--- src/rtl/fifo_wptr_full.sv ---
`default_nettype none
// ============================================================================
//  Module   : fifo_wptr_full
//  Purpose  : Write-side pointer and full-flag controller of an asynchronous
//             FIFO. Keeps the binary/Gray write pointer and brings the
//             read-domain Gray pointer into the write clock domain through
//             two flops. It produces registered full, almost-full and
//             fill-level flags.
//  Ports    :
//     w_Clk        in   1     write clock, rising edge
//     w_Rst_n      in   1     asynchronous active-low reset
//     w_Inc        in   1     write request from the producer
//     r_Ptr_gray   in   AS+1  read pointer (Gray), asynchronous to w_Clk
//     w_Enable     out  1     memory write strobe (w_Inc && !fifo_Full)
//     w_Addr       out  AS    memory write address
//     w_Ptr_gray   out  AS+1  registered Gray write pointer to read domain
//     fifo_Full    out  1     registered full flag
//     almost_Full  out  1     registered almost-full flag
//     w_Level      out  AS+1  registered fill level, 0..depth
//  Revision : 1.0  initial release
// ============================================================================
module fifo_wptr_full #(
   parameter int address_Size = 5,
   parameter int af_Margin    = 4
) (
   input  logic                    w_Clk,
   input  logic                    w_Rst_n,
   input  logic                    w_Inc,
   input  logic [address_Size:0]   r_Ptr_gray,
   output logic                    w_Enable,
   output logic [address_Size-1:0] w_Addr,
   output logic [address_Size:0]   w_Ptr_gray,
   output logic                    fifo_Full,
   output logic                    almost_Full,
   output logic [address_Size:0]   w_Level
);

   localparam int            PTR_W     = address_Size + 1;
   localparam int            DEPTH     = 1 << address_Size;
   localparam logic [PTR_W-1:0] AF_THRESH = PTR_W'(DEPTH - af_Margin);

   logic [PTR_W-1:0] w_bin;
   logic [PTR_W-1:0] w_bin_next;
   logic [PTR_W-1:0] w_gray_next;
   logic [PTR_W-1:0] rq1;
   logic [PTR_W-1:0] rq2;
   logic [PTR_W-1:0] r_bin_sync;
   logic [PTR_W-1:0] level_next;
   logic             accept;
   logic             full_next;
   logic             af_next;

   // A write is taken only while not full; requests while full are dropped.
   always_comb begin
      accept = w_Inc & ~fifo_Full;
   end

   assign w_Enable = accept;
   assign w_Addr   = w_bin[address_Size-1:0];

   // Next pointer in binary and Gray. The extra MSB lets full and empty be
   // told apart across the wrap without any special-case logic.
   always_comb begin
      w_bin_next  = w_bin + {{address_Size{1'b0}}, accept};
      w_gray_next = (w_bin_next >> 1) ^ w_bin_next;
   end

   // Gray-to-binary of the synchronized read pointer: bit i is the XOR of
   // all Gray bits from the MSB down to i.
   always_comb begin
      r_bin_sync = '0;
      for (int i = 0; i < PTR_W; i++) begin
         r_bin_sync[i] = ^(rq2 >> i);
      end
   end

   // Full when the next write pointer equals the read pointer with its two
   // top Gray bits inverted, i.e. exactly one full lap ahead.
   always_comb begin
      full_next  = (w_gray_next == {~rq2[PTR_W-1:PTR_W-2], rq2[PTR_W-3:0]});
      level_next = w_bin_next - r_bin_sync;
      af_next    = (level_next >= AF_THRESH);
   end

   always_ff @(posedge w_Clk or negedge w_Rst_n) begin
      if (!w_Rst_n) begin
         w_bin       <= '0;
         w_Ptr_gray  <= '0;
         rq1         <= '0;
         rq2         <= '0;
         fifo_Full   <= 1'b0;
         almost_Full <= 1'b0;
         w_Level     <= '0;
      end else begin
         // Plain two-flop synchronizer; only rq2 is ever consumed.
         rq1         <= r_Ptr_gray;
         rq2         <= rq1;
         w_bin       <= w_bin_next;
         w_Ptr_gray  <= w_gray_next;
         fifo_Full   <= full_next;
         almost_Full <= af_next;
         w_Level     <= level_next;
      end
   end

endmodule
`default_nettype wire

--- config.mk ---
export PLATFORM = sky130hd
export DESIGN_NAME = fifo_wptr_full
export DESIGN_NICKNAME = d
export VERILOG_FILES = /design/src/rtl/fifo_wptr_full.sv
export SDC_FILE = /design/constraint.sdc
export NUM_CORES = 1
export LEC_CHECK = 0
export CAP_MARGIN = 40
export CELL_PAD_IN_SITES_DETAIL_PLACEMENT = 2
export CELL_PAD_IN_SITES_GLOBAL_PLACEMENT = 2
export CORE_UTILIZATION = 36
export CTS_BUF_LIST = sky130_fd_sc_hd__clkbuf_8 sky130_fd_sc_hd__clkbuf_16
export DETAILED_ROUTE_END_ITERATION = 12
export HOLD_SLACK_MARGIN = 0.02
export PLACE_DENSITY_LB_ADDON = 0.1
export SETUP_SLACK_MARGIN = 0.3
export SYNTH_ARGS = -nofsm -noshare
export SYNTH_HDL_FRONTEND = slang
export SYNTH_SLANG_ARGS = --single-unit
--- constraint.sdc ---
create_clock -name w_Clk -period 7.1 [get_ports w_Clk]
set_input_delay 0.71 -clock w_Clk [delete_from_list [all_inputs] [get_ports w_Clk]]
set_output_delay 0.71 -clock w_Clk [all_outputs]
set_load 0.05 [all_outputs]
==> results.cfg, run 1 <==
[outcome]
outcome = completed

[timing]
setup-tns-final_ps = 0
finalWorstPathRequiredPeriod_ps = 3510
grt_setup_unrepaired = false
worst-slew-pin-transition_ps = 521
timing.fmax_mhz = 285
slew_headroom_pct = 65.2
final.period_utilization_pct = 49.5
report.final.setup_viol = 0
final_max_slew_viol_count = 0
final_hold_viol_count = 0
fin_skew_ps = 3.34

[route]
drtPass1Iterations = 4
drc = 0
amount_of_wire_on_met3_after_detailed_routing_um = 115
via_per_inst = 4.73
detail_route.wl_per_cell_um = 14.4
wirelength_met1_mm = 1.20
routed_vias = 913
detail_route.iter0.violations = 24
dr.max_layer_used = met4
total_wire_length_after_detailed_routing_mm = 2.78
drtAntennaViolNets = 0
routed-wl-met2_mm = 1.45

[synthesis]
synthDominantAreaCellType = dfrtp_1
synth_edf_count = 0
synth-main-ff-cell = dfrtp_1
synthCells = 111
yosys_register_bits = 31
synth.yosys.warnings = 0
yosysMostFrequentCell = dfrtp_1
synth_cell_types = 35
syn-num-nets = 127
synth_area_leaders = dfrtp_1, xor2_1, xnor2_1
synthTopCellsByCount = dfrtp_1, xor2_1, xnor2_1, ha_1, inv_1
syn_area_per_cell_um2 = 12.9
synth_area_um2 = 1440
asyncSetResetFlopFracSynth_pct = 100
yosys.area.top_type_share_pct = 54.0
yosysSeqAreaShare_pct = 54.0

[clock_tree]
cts_sink_count = 31
tritoncts_clock_tree = yes
htree_levels = 2
ctsHoldBuffers = 0
clock_insertion_delay_worst_skew_ps = 270
post_cts_resize_count = 0
cts.path.max_buffers = 2
number_of_buffers_inserted_to_repair_setup_after_cts = 0
clock_tree.root_cell = clkbuf_8
clk_pin_slew_ps = 60
cts_inserted_buffers = 5

[finish]
nets = 160
layout-drive-gt1-share_pct = 13.1
multi_input_area_um2 = 601
syn2layout_area_growth_pct = 28.0
antennaDiodeCount = 0
area.sequential_um2 = 776
fillCellCount = 386

[critical_path]
worst_ep_arrival_time_ps = 3660
rrSetupSlack_ps = 3870
critical_path.reg2reg.endpoint = almost_Full$_DFF_PN0_
critPathLaunch = w_Inc
criticalPathCategory = primary input to flop
crit_path_end_kind = flop
worst_setup_path_endpoint = almost_Full$_DFF_PN0_
rr_worst_depth = 14
regToRegStartpoint = rq2[5]$_DFF_PN0_
critPathLaunchType = primary input
critPathMaxFanout = 7
required_worst_endpoint_ps = 7250

[grt]
grt.overflow.total = 0
antenna_violations_before_repair = 0
grt_first_pass_wirelength_mm = 4.97
grt_start_max_net_pins = 32
global_route.usage.total_pct = 16.1
grt_pass1_vias = 1069

[floorplanning]
boundaryPins = 29
placementRows = 22
start_util_pct = 38.4
die_w_um = 65.2
vertical_extent_of_the_die_um = 65.2
area_of_the_die_um2 = 4250
core_region_area_um2 = 3740

[placed_design]
place_congestion = 0.664
post_detail_place_hpwl_mm = 2.14
port_buffers = 28

[worst_hold_path]
hold_start = rq1[1]$_DFF_PN0_
hold_class = flop to flop

[run]
max_cap_violations = 0
-- sequential cells by signal (all words and copies together), names as in the netlist --
name / cells
rq1: 6
rq2: 6
w_Level: 6
w_Ptr_gray: 6
w_bin: 5
almost_Full: 1
fifo_Full: 1
-- placed cells by master, fill, tap and decap left out, types with 2 or more instances in the layout --
cell type,instances
nand2_1,5
xor2_1,10
a21oi_1,3
o21ai_1,2
dfrtp_1,31
xnor2_1,9
clkinv_2,3
xor2_2,4
clkbuf_8,5
nor2b_1,2
clkdlybuf4s50_1,28
o21a_1,2
nor2_1,3
inv_2,2
and2_1,2
ha_1,6
inv_1,6
nand3_1,3
-- critical path: stages --
cell and delay, ps:
clkdlybuf4s50_1 460, nor2b_1 170, ha_1 220, ha_1 390
xor2_2 290, ha_1 330, o21a_1 190, o31ai_1 100
nand2_1 140, maj3_2 330, a22oi_1 220, nand3_1 110
-- worst min-delay path by stage --
stage / end / slack [ps] / cells after the start
finish: rq2[1]$_DFF_PN0_ / 350 / 0
global placement: rq2[0]$_DFF_PN0_ / 330 / 0
detailed placement: rq2[1]$_DFF_PN0_ / 340 / 0
floorplan: rq2[0]$_DFF_PN0_ / 330 / 0
CTS: rq2[1]$_DFF_PN0_ / 350 / 0
global route: rq2[4]$_DFF_PN0_ / 360 / 0
-- through the flow --
step           setup WS (ps)  instance area (um^2)  hold slack, ps  std cells  util (%)
2_1_floorplan           3390                  1440             331        111         -
3_5_place_dp            3270                  1750             336        185      46.9
3_3_place_gp            3470                  1750             331        185      46.9
6_report                3590                  1840             348        193      49.1
5_1_grt                 3370                  1840             357        193      49.1
4_1_cts                 3550                  1840             351        193      49.1
-- logic make-up after synthesis --
| logic type | Yosys count | share of synthesized area [%] |
|---|---|---|
| flip-flops | 31 | 54.0 |
| AO/OA/AOI/OAI | 15 | 6.88 |
| AND/OR/NAND/NOR | 21 | 8.36 |
| XOR/XNOR | 25 | 19.2 |
| adder cells (fa/ha/maj) | 8 | 7.40 |
| buffers and inverters | 11 | 4.18 |
-- metal layers --
layer	track usage, %	vias up
li1	-	430
met1	20.0	458
met2	25.9	23
met3	5.38	2
met4	5.71	0
met5	0	-
-- final cells by class --
class                           instances  area share (%)
Multi-Input combinational cell         69            32.7
Timing Repair Buffer                   29            15.7
Clock buffer                            5            3.74
Sequential cell                        31            42.2
Clock inverter                          3           0.817
Inverter                                8            1.63
Tap cell                               48            3.27
Power of run 1 is left out: the tool's default activity adds up to more than one toggle a clock period on the data nets, which glitch-free logic cannot reach.
==> run 2, diff against run 1 <==
--- a/config.mk
+++ b/config.mk
@@ -8,7 +8,7 @@
 export CAP_MARGIN = 40
 export CELL_PAD_IN_SITES_DETAIL_PLACEMENT = 2
 export CELL_PAD_IN_SITES_GLOBAL_PLACEMENT = 2
-export CORE_UTILIZATION = 36
+export CORE_UTILIZATION = 30
 export CTS_BUF_LIST = sky130_fd_sc_hd__clkbuf_8 sky130_fd_sc_hd__clkbuf_16
 export DETAILED_ROUTE_END_ITERATION = 12
 export HOLD_SLACK_MARGIN = 0.02
==> constraint.sdc (replaced) <==
create_clock -name w_Clk -period 2.96 [get_ports w_Clk]
set_input_delay 0.296 -clock w_Clk [delete_from_list [all_inputs] [get_ports w_Clk]]
set_output_delay 0.296 -clock w_Clk [all_outputs]
set_load 0.05 [all_outputs]
==> run 2 against run 1 <==
Net effect: the flow now finishes with violations (design-rule violations, negative setup slack); routed wire length is 28% higher; clock skew is 2.5 ps higher; via count is 10% higher; register-to-register slack worse by 4000 ps; critical path depth is 2 higher; non-clock buffer count is 21 higher; worst hold slack worse by 1.8 ps; final area is 15% higher; critical path type is now flop to flop; critical endpoint unchanged; largest cell class unchanged.
==> results.cfg, run 2 (synthesized netlist as in run 1, its figures left out) <==
[clock_tree]
htree_levels = 2
cts_inserted_buffers = 5
clk_pin_slew_ps = 60
clock_insertion_delay_worst_skew_ps = 270
cts_sink_count = 31
clock_tree.root_cell = clkbuf_8
cts.path.max_buffers = 2
tritoncts_clock_tree = yes
ctsHoldBuffers = 0

[grt]
global_route.usage.total_pct = 15.4
antenna_violations_before_repair = 0
grt_pass1_vias = 1138
grt_start_max_net_pins = 32
grt_first_pass_wirelength_mm = 5.72
grt.overflow.total = 0

[critical_path]
rrSetupSlack_ps = -80
crit_path_max_delay_cell_type = dfrtp_1
critical_path.reg2reg.endpoint = almost_Full$_DFF_PN0_
critPathLaunch = rq2[4]$_DFF_PN0_
cpPeakStageDelay_ps = 410
critPathMaxFanout = 3
library_cell_appearing_most_often_on_the_critical_path = xor2_2
critPathLaunchType = flop
crit_path_end_kind = flop
path_cells = xor2_2, xnor2_2, xor2_2, xor2_2, xnor2_1, ha_2, inv_2, fa_2, a21o_1, a21oi_2, xor2_1, xnor2_1, nand3_1, nand3_1
required_worst_endpoint_ps = 3160
worst_ep_arrival_time_ps = 3250
rr_worst_depth = 14
timing.critical_path.max_delay_family = XOR/XNOR gates
criticalPathCategory = flop to flop
regToRegStartpoint = rq2[4]$_DFF_PN0_
crit_buf_inv = 1

[route]
via_per_inst = 4.64
drtAntennaViolNets = 0
routed-wl-met2_mm = 1.98
routed_vias = 1007
amount_of_wire_on_met3_after_detailed_routing_um = 91
drtPass1Iterations = 8
drc = 2
wirelength_met1_mm = 1.45
dr.max_layer_used = met4
total_wire_length_after_detailed_routing_mm = 3.57
detail_route.iter0.violations = 22
detail_route.wl_per_cell_um = 16.5

[floorplanning]
die_w_um = 71.2
placementRows = 24
boundaryPins = 29
core_region_area_um2 = 4470
area_of_the_die_um2 = 5070
start_util_pct = 32.1
vertical_extent_of_the_die_um = 71.2

[timing]
grt_setup_unrepaired = true
worst-slew-pin-transition_ps = 525
final_hold_viol_count = 0
report.final.setup_viol = 3
final_max_slew_viol_count = 0
slew_headroom_pct = 64.9
fin_skew_ps = 5.87
post-route-worst-setup-slack_ps = -82.1
final.period_utilization_pct = 103
finalWorstPathRequiredPeriod_ps = 3040
setup-tns-final_ps = -199
timing.fmax_mhz = 329

[placed_design]
place_congestion = 0.692
post_detail_place_hpwl_mm = 2.35
port_buffers = 28
pre_cts_slack_ps = -173
area_after_detailed_placement_um2 = 1920

[outcome]
outcome = finished with violations
failed_checks = design-rule violations, negative setup slack

[finish]
final_area_um2 = 2110
layout-drive-gt1-share_pct = 32.1
fillCellCount = 445
nets = 181
syn2layout_area_growth_pct = 46.6
layout_common_cells = dfrtp_1, clkdlybuf4s50_1, buf_4
layout.cells.most_common = dfrtp_1
antennaDiodeCount = 0
final_core_util_pct = 47.1

[worst_hold_path]
hold_class = flop to flop
min_delay_worst_endpoint = rq2[1]$_DFF_PN0_
min_delay_path_depth = 0
hold_start = rq1[1]$_DFF_PN0_

[run]
max_cap_violations = 0
-- run 2: cell types whose count changed in the layout (fill, tap and decap cells not counted), moves of 2 or more --
cell,change
buf_4,+19
buf_6,+2
clkinv_2,-3
ha_1,-5
ha_2,+2
ha_4,+3
nor2b_1,-2
nor2b_4,+2
-- run 2: per-layer routing --
| layer | track usage [%] | vias to the layer above |
|---|---|---|
| met5 | 0 | - |
| met4 | 6.00 | 0 |
| met3 | 4.42 | 4 |
| met2 | 27.4 | 20 |
| met1 | 17.4 | 512 |
| li1 | - | 471 |
-- run 2: worst max path at each step --
stage / endpoint / cells past startpoint
2_1_floorplan: almost_Full$_DFF_PN0_ / 14
3_3_place_gp: almost_Full$_DFF_PN0_ / 14
3_5_place_dp: almost_Full$_DFF_PN0_ / 14
4_1_cts: almost_Full$_DFF_PN0_ / 14
5_1_grt: almost_Full$_DFF_PN0_ / 14
6_report: almost_Full$_DFF_PN0_ / 14
-- run 2: cell type report --
class                           count  area (um^2)  share of cell area (%)
Sequential cell                    31          777                    36.9
Timing Repair Buffer               50          453                    21.5
Clock inverter                      2         7.51                   0.357
Tap cell                           52         65.1                    3.09
Multi-Input combinational cell     69          704                    33.5
Clock buffer                        5         68.8                    3.27
Inverter                            8         30.0                    1.43
-- run 2: what timing repair did --
action,4_1_cts,5_1_grt
setup endpoints to repair,3,4
hold endpoints to repair,0,0
setup buffers,4,3
pin swaps,7,6
resized for setup,3,8
-- run 2: worst reg2reg max path, delay by kind of cell (launching register included) --
| family | cells | cell delay [ps] |
|---|---|---|
| adders and majority gates | 2 | 560 |
| and+or+nand+nor | 2 | 250 |
| DFF | 1 | 410 |
| AOI/OAI and AO/OA | 2 | 310 |
| xor gates and xnor gates | 7 | 1420 |
| buffers and inverters | 1 | 40 |
-- run 2: metrics by stage --
| stage | hold WS (ps) | std cells |
|---|---|---|
| global route | 367 | 217 |
| global placement | 331 | 203 |
| CTS | 350 | 214 |
| finish | 346 | 217 |
| floorplan | 0.409 | 111 |
| detailed placement | 336 | 203 |
Power of run 2 is left out for the same reason.
